## src/rtl/hazard_scoreboard_pkg.sv

```systemverilog
`default_nettype none
// ============================================================================
// Module   : hazard_scoreboard_pkg
// Purpose  : Shared constants and helpers for the pipeline hazard scoreboard.
// Revision : 1.0 - initial release
// ============================================================================
package hazard_scoreboard_pkg;

    localparam int TW_DEFAULT       = 2;
    localparam int MULT_LAT_DEFAULT = 5;
    localparam int DIV_LAT_DEFAULT  = 10;

    localparam logic [1:0] FWD_RF = 2'd0;
    localparam logic [1:0] FWD_W  = 2'd1;
    localparam logic [1:0] FWD_M  = 2'd2;
    localparam logic [1:0] FWD_E  = 2'd3;

    // Entry index 0 is the youngest in-flight instruction.
    localparam int STAGE_E = 0;
    localparam int STAGE_M = 1;
    localparam int STAGE_W = 2;
    localparam int NSTAGE  = 3;

    function automatic logic [1:0] stage_fwd_code(input int stage);
        logic [1:0] code;
        case (stage)
            STAGE_E: code = FWD_E;
            STAGE_M: code = FWD_M;
            STAGE_W: code = FWD_W;
            default: code = FWD_RF;
        endcase
        return code;
    endfunction

endpackage
`default_nettype wire

```

## src/rtl/hazard_scoreboard_md_busy_counter.sv

```systemverilog
`default_nettype none
// ============================================================================
// Module   : md_busy_counter
// Purpose  : HI/LO unit busy tracker; loads the mult/div latency on start.
// Revision : 1.0 - initial release
// ============================================================================
module md_busy_counter
    import hazard_scoreboard_pkg::*;
#(
    parameter int MULT_LAT = MULT_LAT_DEFAULT,
    parameter int DIV_LAT  = DIV_LAT_DEFAULT
) (
    input  logic clk,
    input  logic rst_n,
    input  logic start,
    input  logic is_div,
    output logic busy
);

    localparam int c_MAX = (DIV_LAT > MULT_LAT) ? DIV_LAT : MULT_LAT;
    localparam int c_CW  = $clog2(c_MAX + 1);

    logic [c_CW-1:0] r_cnt;

    // A start always reloads, even if a previous operation is still counting.
    always_ff @(posedge clk or negedge rst_n) begin
        if (!rst_n) begin
            r_cnt <= '0;
        end else if (start) begin
            r_cnt <= is_div ? c_CW'(DIV_LAT) : c_CW'(MULT_LAT);
        end else if (r_cnt != '0) begin
            r_cnt <= r_cnt - c_CW'(1);
        end
    end

    assign busy = (r_cnt != '0) | start;

endmodule
`default_nettype wire

```

## src/rtl/hazard_scoreboard.sv

```systemverilog
`default_nettype none
// ============================================================================
// Module   : hazard_scoreboard
// Purpose  : Tnew/Tuse hazard unit: stall and per-source forward selects.
// Revision : 1.0 - initial release
// ============================================================================
module hazard_scoreboard
    import hazard_scoreboard_pkg::*;
#(
    parameter int NSRC     = 2,
    parameter int AW       = 5,
    parameter int TW       = TW_DEFAULT,
    parameter int MULT_LAT = MULT_LAT_DEFAULT,
    parameter int DIV_LAT  = DIV_LAT_DEFAULT
) (
    input  logic                 clk,
    input  logic                 rst_n,
    input  logic [NSRC*AW-1:0]   d_src,
    input  logic [NSRC*TW-1:0]   d_tuse,
    input  logic [AW-1:0]        d_dst,
    input  logic [TW-1:0]        d_tnew,
    input  logic                 d_is_md,
    input  logic                 e_md_start,
    input  logic                 e_md_div,
    input  logic                 flush,
    output logic                 stall,
    output logic [NSRC*2-1:0]    fwd_sel,
    output logic                 md_busy
);

    logic [AW-1:0]   r_dst  [NSTAGE];
    logic [TW-1:0]   r_tnew [NSTAGE];
    logic [NSRC-1:0] w_src_stall;
    logic            w_md_busy;
    logic            w_stall;

    function automatic logic [TW-1:0] tnew_dec(input logic [TW-1:0] t);
        return (t == '0) ? '0 : t - TW'(1);
    endfunction

    for (genvar gi = 0; gi < NSRC; gi++) begin : g_src
        logic [AW-1:0] w_src;
        logic [TW-1:0] w_tuse;
        logic          w_stl;
        logic [1:0]    w_fwd;

        assign w_src  = d_src[gi*AW +: AW];
        assign w_tuse = d_tuse[gi*TW +: TW];

        // Walk oldest to youngest so the youngest matching writer wins.
        always_comb begin
            w_stl = 1'b0;
            w_fwd = FWD_RF;
            for (int s = NSTAGE - 1; s >= 0; s--) begin
                if ((w_src != '0) && (w_src == r_dst[s])) begin
                    w_stl = (r_tnew[s] > w_tuse);
                    w_fwd = (r_tnew[s] == '0) ? stage_fwd_code(s) : FWD_RF;
                end
            end
        end

        assign w_src_stall[gi]   = w_stl;
        assign fwd_sel[gi*2 +: 2] = w_fwd;
    end

    md_busy_counter #(
        .MULT_LAT (MULT_LAT),
        .DIV_LAT  (DIV_LAT)
    ) u_md_busy_counter (
        .clk    (clk),
        .rst_n  (rst_n),
        .start  (e_md_start),
        .is_div (e_md_div),
        .busy   (w_md_busy)
    );

    assign w_stall = (|w_src_stall) | (d_is_md & w_md_busy);
    assign stall   = w_stall;
    assign md_busy = w_md_busy;

    always_ff @(posedge clk or negedge rst_n) begin
        if (!rst_n) begin
            for (int s = 0; s < NSTAGE; s++) begin
                r_dst[s]  <= '0;
                r_tnew[s] <= '0;
            end
        end else begin
            r_dst[STAGE_W]  <= r_dst[STAGE_M];
            r_tnew[STAGE_W] <= tnew_dec(r_tnew[STAGE_M]);
            r_dst[STAGE_M]  <= r_dst[STAGE_E];
            r_tnew[STAGE_M] <= tnew_dec(r_tnew[STAGE_E]);
            // Stall and flush both inject a single bubble into E.
            if (w_stall || flush) begin
                r_dst[STAGE_E]  <= '0;
                r_tnew[STAGE_E] <= '0;
            end else begin
                r_dst[STAGE_E]  <= d_dst;
                r_tnew[STAGE_E] <= d_tnew;
            end
        end
    end

endmodule
`default_nettype wire

```

## config.mk

```make
export PLATFORM = sky130hd
export DESIGN_NAME = hazard_scoreboard
export DESIGN_NICKNAME = d
export VERILOG_FILES = /design/src/rtl/hazard_scoreboard_pkg.sv /design/src/rtl/hazard_scoreboard_md_busy_counter.sv /design/src/rtl/hazard_scoreboard.sv
export SDC_FILE = /design/constraint.sdc
export NUM_CORES = 1
export LEC_CHECK = 0
export ABC_AREA = 1
export CORE_ASPECT_RATIO = 1.25
export CORE_MARGIN = 2
export CORE_UTILIZATION = 52
export DETAILED_ROUTE_END_ITERATION = 10
export HOLD_SLACK_MARGIN = 0.08
export PLACE_DENSITY = 0.86
export SLEW_MARGIN = 25
export SYNTH_ARGS = -nofsm -noshare
export SYNTH_HDL_FRONTEND = slang
export SYNTH_HIERARCHICAL = 1
export SYNTH_SLANG_ARGS = --single-unit
```

## constraint.sdc

```tcl
create_clock -name clk -period 1.9 [get_ports clk]
set_input_delay 0.38 -clock clk [delete_from_list [all_inputs] [get_ports clk]]
set_output_delay 0.38 -clock clk [all_outputs]
set_load 0.02 [all_outputs]
```

==> results of run 1 <==
==> synthesized netlist by cell type (all sizes together) <==
master / number / area [um2]
a21oi: 10 / 53.8
a21boi: 1 / 7.51
nand4: 7 / 58.8
xnor2: 14 / 123
nor2: 30 / 138
dfrtp: 25 / 626
o21ai: 8 / 40.0
nand2: 78 / 305
nor3: 2 / 10.0
inv: 52 / 195
xor2: 2 / 17.5
nand3: 12 / 60.1
ha: 14 / 175
==> cells in the final DEF (no fill, tap or decap), types with 9 or more instances in the layout <==
master,n
clkdlybuf4s50_1,12
inv_2,9
nand2_1,69
buf_4,31
xnor2_1,10
inv_1,43
nor2_2,18
a21oi_2,9
dfrtp_1,22
==> what timing repair did <==
action / in CTS / in global routing
resized for setup: 85 / 49
hold endpoints to repair: 0 / 0
pin swaps: 29 / 25
setup buffers: 6 / 6
setup endpoints to repair: 13 / 13
==> state kept, by name, summed over array words and instances, names as in the netlist <==
register and cells:
r_dst 15, r_tnew 6, u_md_busy_counter/r_cnt 4
==> critical path: stages (launching register included) <==
cell     delay, ps
dfrtp_2        460
ha_4           300
a21oi_2         60
a21oi_2        140
nand3_1        130
nand2_2        110
nand2_2         70
nand3_2         80
buf_6          110
==> metal layers <==
layer  part of all wire  vias up
met4              0.026        0
met3              0.034       17
met2               0.55       70
met5                  0        -
met1               0.39      901
li1                   -      913
==> per-stage QoR <==
stage	setup TNS [ps]	worst slack [ps]	power (mW)	instance area [um2]
after floorplan	0	139	0.836	1810
after global placement	-5940	-857	1.01	2320
after detailed placement	-6470	-898	1.03	2320
after CTS	-468	-163	1.38	2530
after global routing	-2470	-276	1.52	2680
final	-1560	-209	1.44	2680
==> kinds of logic (layout without fill, tap and decap cells) <==
family                     Yosys count  count (layout)  share of synthesized area
xor gates and xnor gates            16              16                     0.0775
DFF                                 25              25                      0.346
buffers and inverters               52             118                      0.108
adders and majority gates           14              14                     0.0968
AOI/OAI and AO/OA                   19              19                     0.0560
and+or+nand+nor                    129             129                      0.316
==> power groups by stage <==
stage          combinational [mW]  sequential [mW]  clock [mW]
6_report                    0.506            0.608       0.326
5_1_grt                     0.558            0.612       0.348
4_1_cts                     0.447            0.606       0.323
3_5_place_dp                0.419            0.613           0
3_3_place_gp                0.402            0.611           0
2_1_floorplan               0.226            0.610           0
==> cell type report <==
type                       count  area [um2]
timing repair buffer          62         519
fill                         198         601
inverter                      52         195
tap                           37        46.3
sequential                    25         629
clock buffer                   4        45.0
multi-input combinational    178        1240
==> final timing paths <==
kind / endpoint / slack (ps) / depth (start not counted)
setup / recovery: stall / -210 / 8
hold / removal: r_dst[6]$_DFF_PN0_ / 440 / 0
setup reg to reg: r_tnew[4]$_DFF_PN0_ / -130 / 13
hold reg to reg: r_dst[6]$_DFF_PN0_ / 440 / 0
max in group asynchronous: r_tnew[5]$_DFF_PN0_ / 1160 / 2
min in group asynchronous: r_dst[14]$_DFF_PN0_ / 470 / 2
==> summary.md, run 1 <==
| Metric | Value |
|---|---|
| Status | complete, but fails checks |
| Failing checks | negative setup slack |
| Sink Count | 25 |
| Pwr per Cell Area | 537 mW/mm2 |
| Num CTS Buffers | 3 |
| PortBufs | 32 |
| Clk Latency, worst-skew pair | 270 ps |
| WS Path Type | reg2out |
| CTS tree | built |
| Worst path arrival time | 1730 ps |
| Drt via density | 5.31 |
| Routed via count | 1901 |
| Req. time, crit path | 1520 ps |
| Max transition margin | 0.780 |
| I/O pin count | 33 |
| Final non-filler cell total | 358 |
| Clock share of power | 0.226 |
| Startpoint types | flip-flop |
| Met3 Resource Use GR | 0.0222 |
| Die area | roughly 0.004 mm2 |
| Post-DRT Antenna Nets | 0 |
| Register bit total from synthesis | 25 |
| DR pass1 iterations | 4 |
| Seq/Total Area, Yosys | 0.346 |
| FMAX | 0.474 GHz |
| Std-Cell Rows | 23 |
| Total track usage | 0.247 |
| Worst setup startpoint | r_tnew[1]$_DFF_PN0_ |
| Mapped Nets | 296 |
| Vias in the first global route | 1808 |
| Antenna fix cells | 0 |
| CTS Hold Bufs | 0 |
| Met1 usage | 0.292 |
| Clock Skew | roughly 1.2 ps |
| Reg power frac | 0.422 |
| Final worst slack | -209 ps |
| Remaining global-route overflow | 0 |
| Share of cells above drive strength 1 | 0.364 |
| Crit end category | output pin |
| Final Hold Fails | 0 |
| Final setup viols | 12 |
| Residual DRC | 0 |
| Post-Syn Instances | 255 |
| Pin count of the biggest net entering global routing | 26 |
| Avg Cell Area, Syn | 7.10 um2 |
| Hold Crit Class | reg2reg |
| Area Overhead vs Synth | 48.1% |
| H-tree levels | 1 |
| WL/cell | between 10 and 15 um |
| Net switching power figure | 0.484 mW |
| Total wire length | slightly above 5000 um |
| Critical path fanouts, max | 3 |
| GP Congestion | roughly 0.83 |
| Yosys cell types | 21 |
| Peak supply drop | 462 uV |
| Clock transition at path regs | 90 ps |
| Hold Crit Start | r_dst[11]$_DFF_PN0_ |
| Worst hold slack | 441 ps |
| P_int | ~0.96 mW |
| Minimum clock period | 2110 ps |
| Core ar. | 0.00328 mm2 |
| RSZ-0062 raised after global routing | yes |
| Height of the die | 70.0 um |
| Initial Utilization | 0.551 |
| Fin nets | 363 |
| Actual slew at the worst max-slew pin | roughly 330 ps |
| Max cap viols | 0 |
| Global-route wire length before repair | around 7700 um |
| Post-route core utilization | 0.817 |
| LEAKAGE | 1.37 nW |
| CTS root buf | clkbuf_8 |
| Mapped Area | 0.00181 mm2 |
| Slew Limit Fails | 0 |
| Met2 Track Usage GR | 0.457 |
| Worst r2r src | r_tnew[4]$_DFF_PN0_ |
| DP Cell Count | 343 |
| Initial drt markers | 97 |
| Final Cycle Share | 1.11 |
| Clk buf depth | 2 |
| Synth warn | 6 |
| GR peak layer | met2 |
| Initial antenna violation count | 0 |
| Die width | 56.8 um |
| Combinational Power Share | 0.351 |
| Switching share of power | 0.336 |
| Post-DP HPWL | 3380 um |
(Power assumes the default switching activity.)
==> run 2, diff against run 1 <==
Settings changed: CORE_ASPECT_RATIO 1.25 to not set, CTS_CLUSTER_SIZE set to 40.
==> summary.md, run 2 (synthesized netlist as in run 1, its figures left out) <==
| Metric | Value |
|---|---|
| Crit end category | output pin |
| Share of cells above drive strength 1 | 0.291 (-0.0733) |
| LEAKAGE | 1.33 nW (-2.5%) |
| FMAX | 0.465 GHz (-1.9%) |
| Num CTS Buffers | 3 (unchanged) |
| Most used cell along the critical path | a21oi_2 |
| Combinational Power Share | 0.364 (+0.013) |
| Core ar. | 0.00334 mm2 (+1.7%) |
| Reg power frac | 0.454 (+0.032) |
| Die area | 0.00397 mm2 (about the same) |
| Post-DP HPWL | 3270 um (-3.1%) |
| Clk buf depth | 2 (unchanged) |
| CTS Hold Bufs | 0 (unchanged) |
| Initial drt markers | 74 (-24%) |
| Clock transition at path regs | 130 ps (+40 ps) |
| Remaining global-route overflow | 0 (unchanged) |
| Final setup viols | 5 (-7) |
| GP Congestion | 0.880 (+6.3%) |
| Hold Crit Class | in2async |
| Fin nets | 358 (-1.4%) |
| Actual slew at the worst max-slew pin | 320 ps (-9.89 ps) |
| Clock Skew | 1.32 ps (+0.129 ps) |
| Clock share of power | 0.182 (-0.044) |
| Slowest stage cell, crit path | dfrtp_2 |
| Startpoint types | flip-flop |
| Total track usage | 0.236 (-0.0104) |
| Residual DRC | 0 (unchanged) |
| Total wire length | 4620 um (-9.3%) |
| Pin count of the biggest net entering global routing | 26 (unchanged) |
| Worst path arrival time | 1770 ps (+40 ps) |
| Peak supply drop | 439 uV (-4.9%) |
| Final Cycle Share | 1.13 (+0.0214) |
| Global-route wire length before repair | 7380 um (-4.5%) |
| Final worst slack | -249 ps (-40.7 ps) |
| Largest stage delay, worst path | 480 ps (+20 ps) |
| CP top delay family | flip-flops |
| Max cap viols | 0 (unchanged) |
| RSZ-0062 raised after global routing | yes |
| I/O pin count | 33 (unchanged) |
| Drt via density | 4.96 (-6.5%) |
| PortBufs | 32 (unchanged) |
| Initial antenna violation count | 0 (unchanged) |
| Antenna fix cells | 0 (unchanged) |
| Max transition margin | 0.787 (+0.00660) |
| Die width | 63.0 um (+11%) |
| WL/cell | 12.7 um (-10%) |
| Crit-path cells | ha_4 -> a21oi_2 -> a21oi_2 -> nand3_1 -> nand2_1 -> nor2_2 -> nand3_2 -> buf_6 |
| Net switching power figure | 0.450 mW (-7.1%) |
| Failing checks | negative setup slack |
| Reg with most FFs | r_dst |
| Final non-filler cell total | 362 (+1.1%) |
| Clk Latency, worst-skew pair | 320 ps (+50 ps) |
| Final Cell Area | 0.00258 mm2 (-3.6%) |
| Status | complete, but fails checks |
| Area Overhead vs Synth | 42.8% |
| R2R cell count | 10 (-3) |
| P_int | 0.885 mW (-7.3%) |
| DR pass1 iterations | 4 (unchanged) |
| Final Hold Fails | 0 (unchanged) |
| CTS tree | built |
| Worst reg2reg setup slack | 100 ps (+230 ps) |
| CTS root buf | clkbuf_4 |
| Pwr per Cell Area | 517 mW/mm2 (-3.8%) |
| Routed via count | 1797 (-5.5%) |
| Std-Cell Rows | 21 (-8.7%) |
| DP Cell Count | 352 (+2.6%) |
| Worst r2r src | r_tnew[3]$_DFF_PN0_ |
| Sink Count | 25 (unchanged) |
| Commonest non-fill, non-tap cell in the layout | nand2_1 |
| WS Path Type | reg2out |
| Slew Limit Fails | 0 (unchanged) |
| Initial Utilization | 0.542 (-0.00931) |
| Placed cell area | 0.00233 mm2 (+0.49%) |
| H-tree levels | 1 (unchanged) |
| Height of the die | 63.0 um (-10%) |
| Minimum clock period | 2150 ps (+40.7 ps) |
| Crit path buffers/inverters | 1 (unchanged) |
| Max reg flops | 15 (unchanged) |
| Worst hold slack | 410 ps (-30.8 ps) |
| Critical path fanouts, max | 3 (unchanged) |
| Biggest regs | r_dst (15), r_tnew (6), u_md_busy_counter/r_cnt (4) |
| Setup TNS | -837 ps (+723 ps) |
| Commonest cells after routing, fill and taps aside | nand2_1, inv_1, buf_4 |
| Post-DRT Antenna Nets | 0 (unchanged) |
| Switching share of power | 0.337 (+0.000668) |
| RR Endpoint | r_dst[10]$_DFF_PN0_ |
| Req. time, crit path | 1520 ps (about the same) |
| Vias in the first global route | 1684 (-6.9%) |
## run 2: per-layer routing
layer,share of wire,vias up,track usage,routed length (um)
met5,0,-,0,0
li1,-,903,-,-
met3,0.044,10,0.0378,205
met1,0.42,828,0.297,1940
met2,0.51,56,0.411,2370
met4,0.020,0,0.0778,91
## run 2: cell type report
cell class | count | area (um2)
multi-input combinational | 178 | 1180
fill | 244 | 753
sequential | 25 | 629
timing repair buffer | 57 | 497
inverter | 52 | 195
tap | 46 | 57.6
clock buffer | 4 | 26.3
## run 2: power groups by stage
stage	Sequential [mW]	Clock (mW)	Combinational (mW)
floorplan	0.610	0	0.226
global placement	0.611	0	0.407
detailed placement	0.612	0	0.420
CTS	0.603	0.252	0.449
global route	0.611	0.277	0.537
finish	0.606	0.243	0.486
## run 2: what timing repair did
action / in CTS / in global routing
gates cloned: 0 / 0
setup endpoints to repair: 9 / 13
buffers inserted: 12 / 4
resized for setup: 81 / 21
pin swaps: 31 / 22
## run 2: metrics by stage
| stage | total power [mW] | worst slack [ps] | utilization |
|---|---|---|---|
| 5_1_grt | 1.43 | -304 | 0.774 |
| 2_1_floorplan | 0.836 | 139 | - |
| 6_report | 1.34 | -249 | 0.774 |
| 4_1_cts | 1.30 | -234 | 0.753 |
| 3_3_place_gp | 1.02 | -834 | 0.698 |
| 3_5_place_dp | 1.03 | -890 | 0.698 |
## run 2: worst max-delay path by stage
| stage | startpoint | to | cells after the start |
|---|---|---|---|
| after floorplan | d_tuse[3] | stall | 8 |
| after global placement | d_tuse[3] | stall | 10 |
| after global routing | r_tnew[3]$_DFF_PN0_ | stall | 8 |
| final | r_tnew[5]$_DFF_PN0_ | stall | 8 |
| after detailed placement | d_src[8] | stall | 10 |
| after CTS | r_tnew[5]$_DFF_PN0_ | stall | 8 |
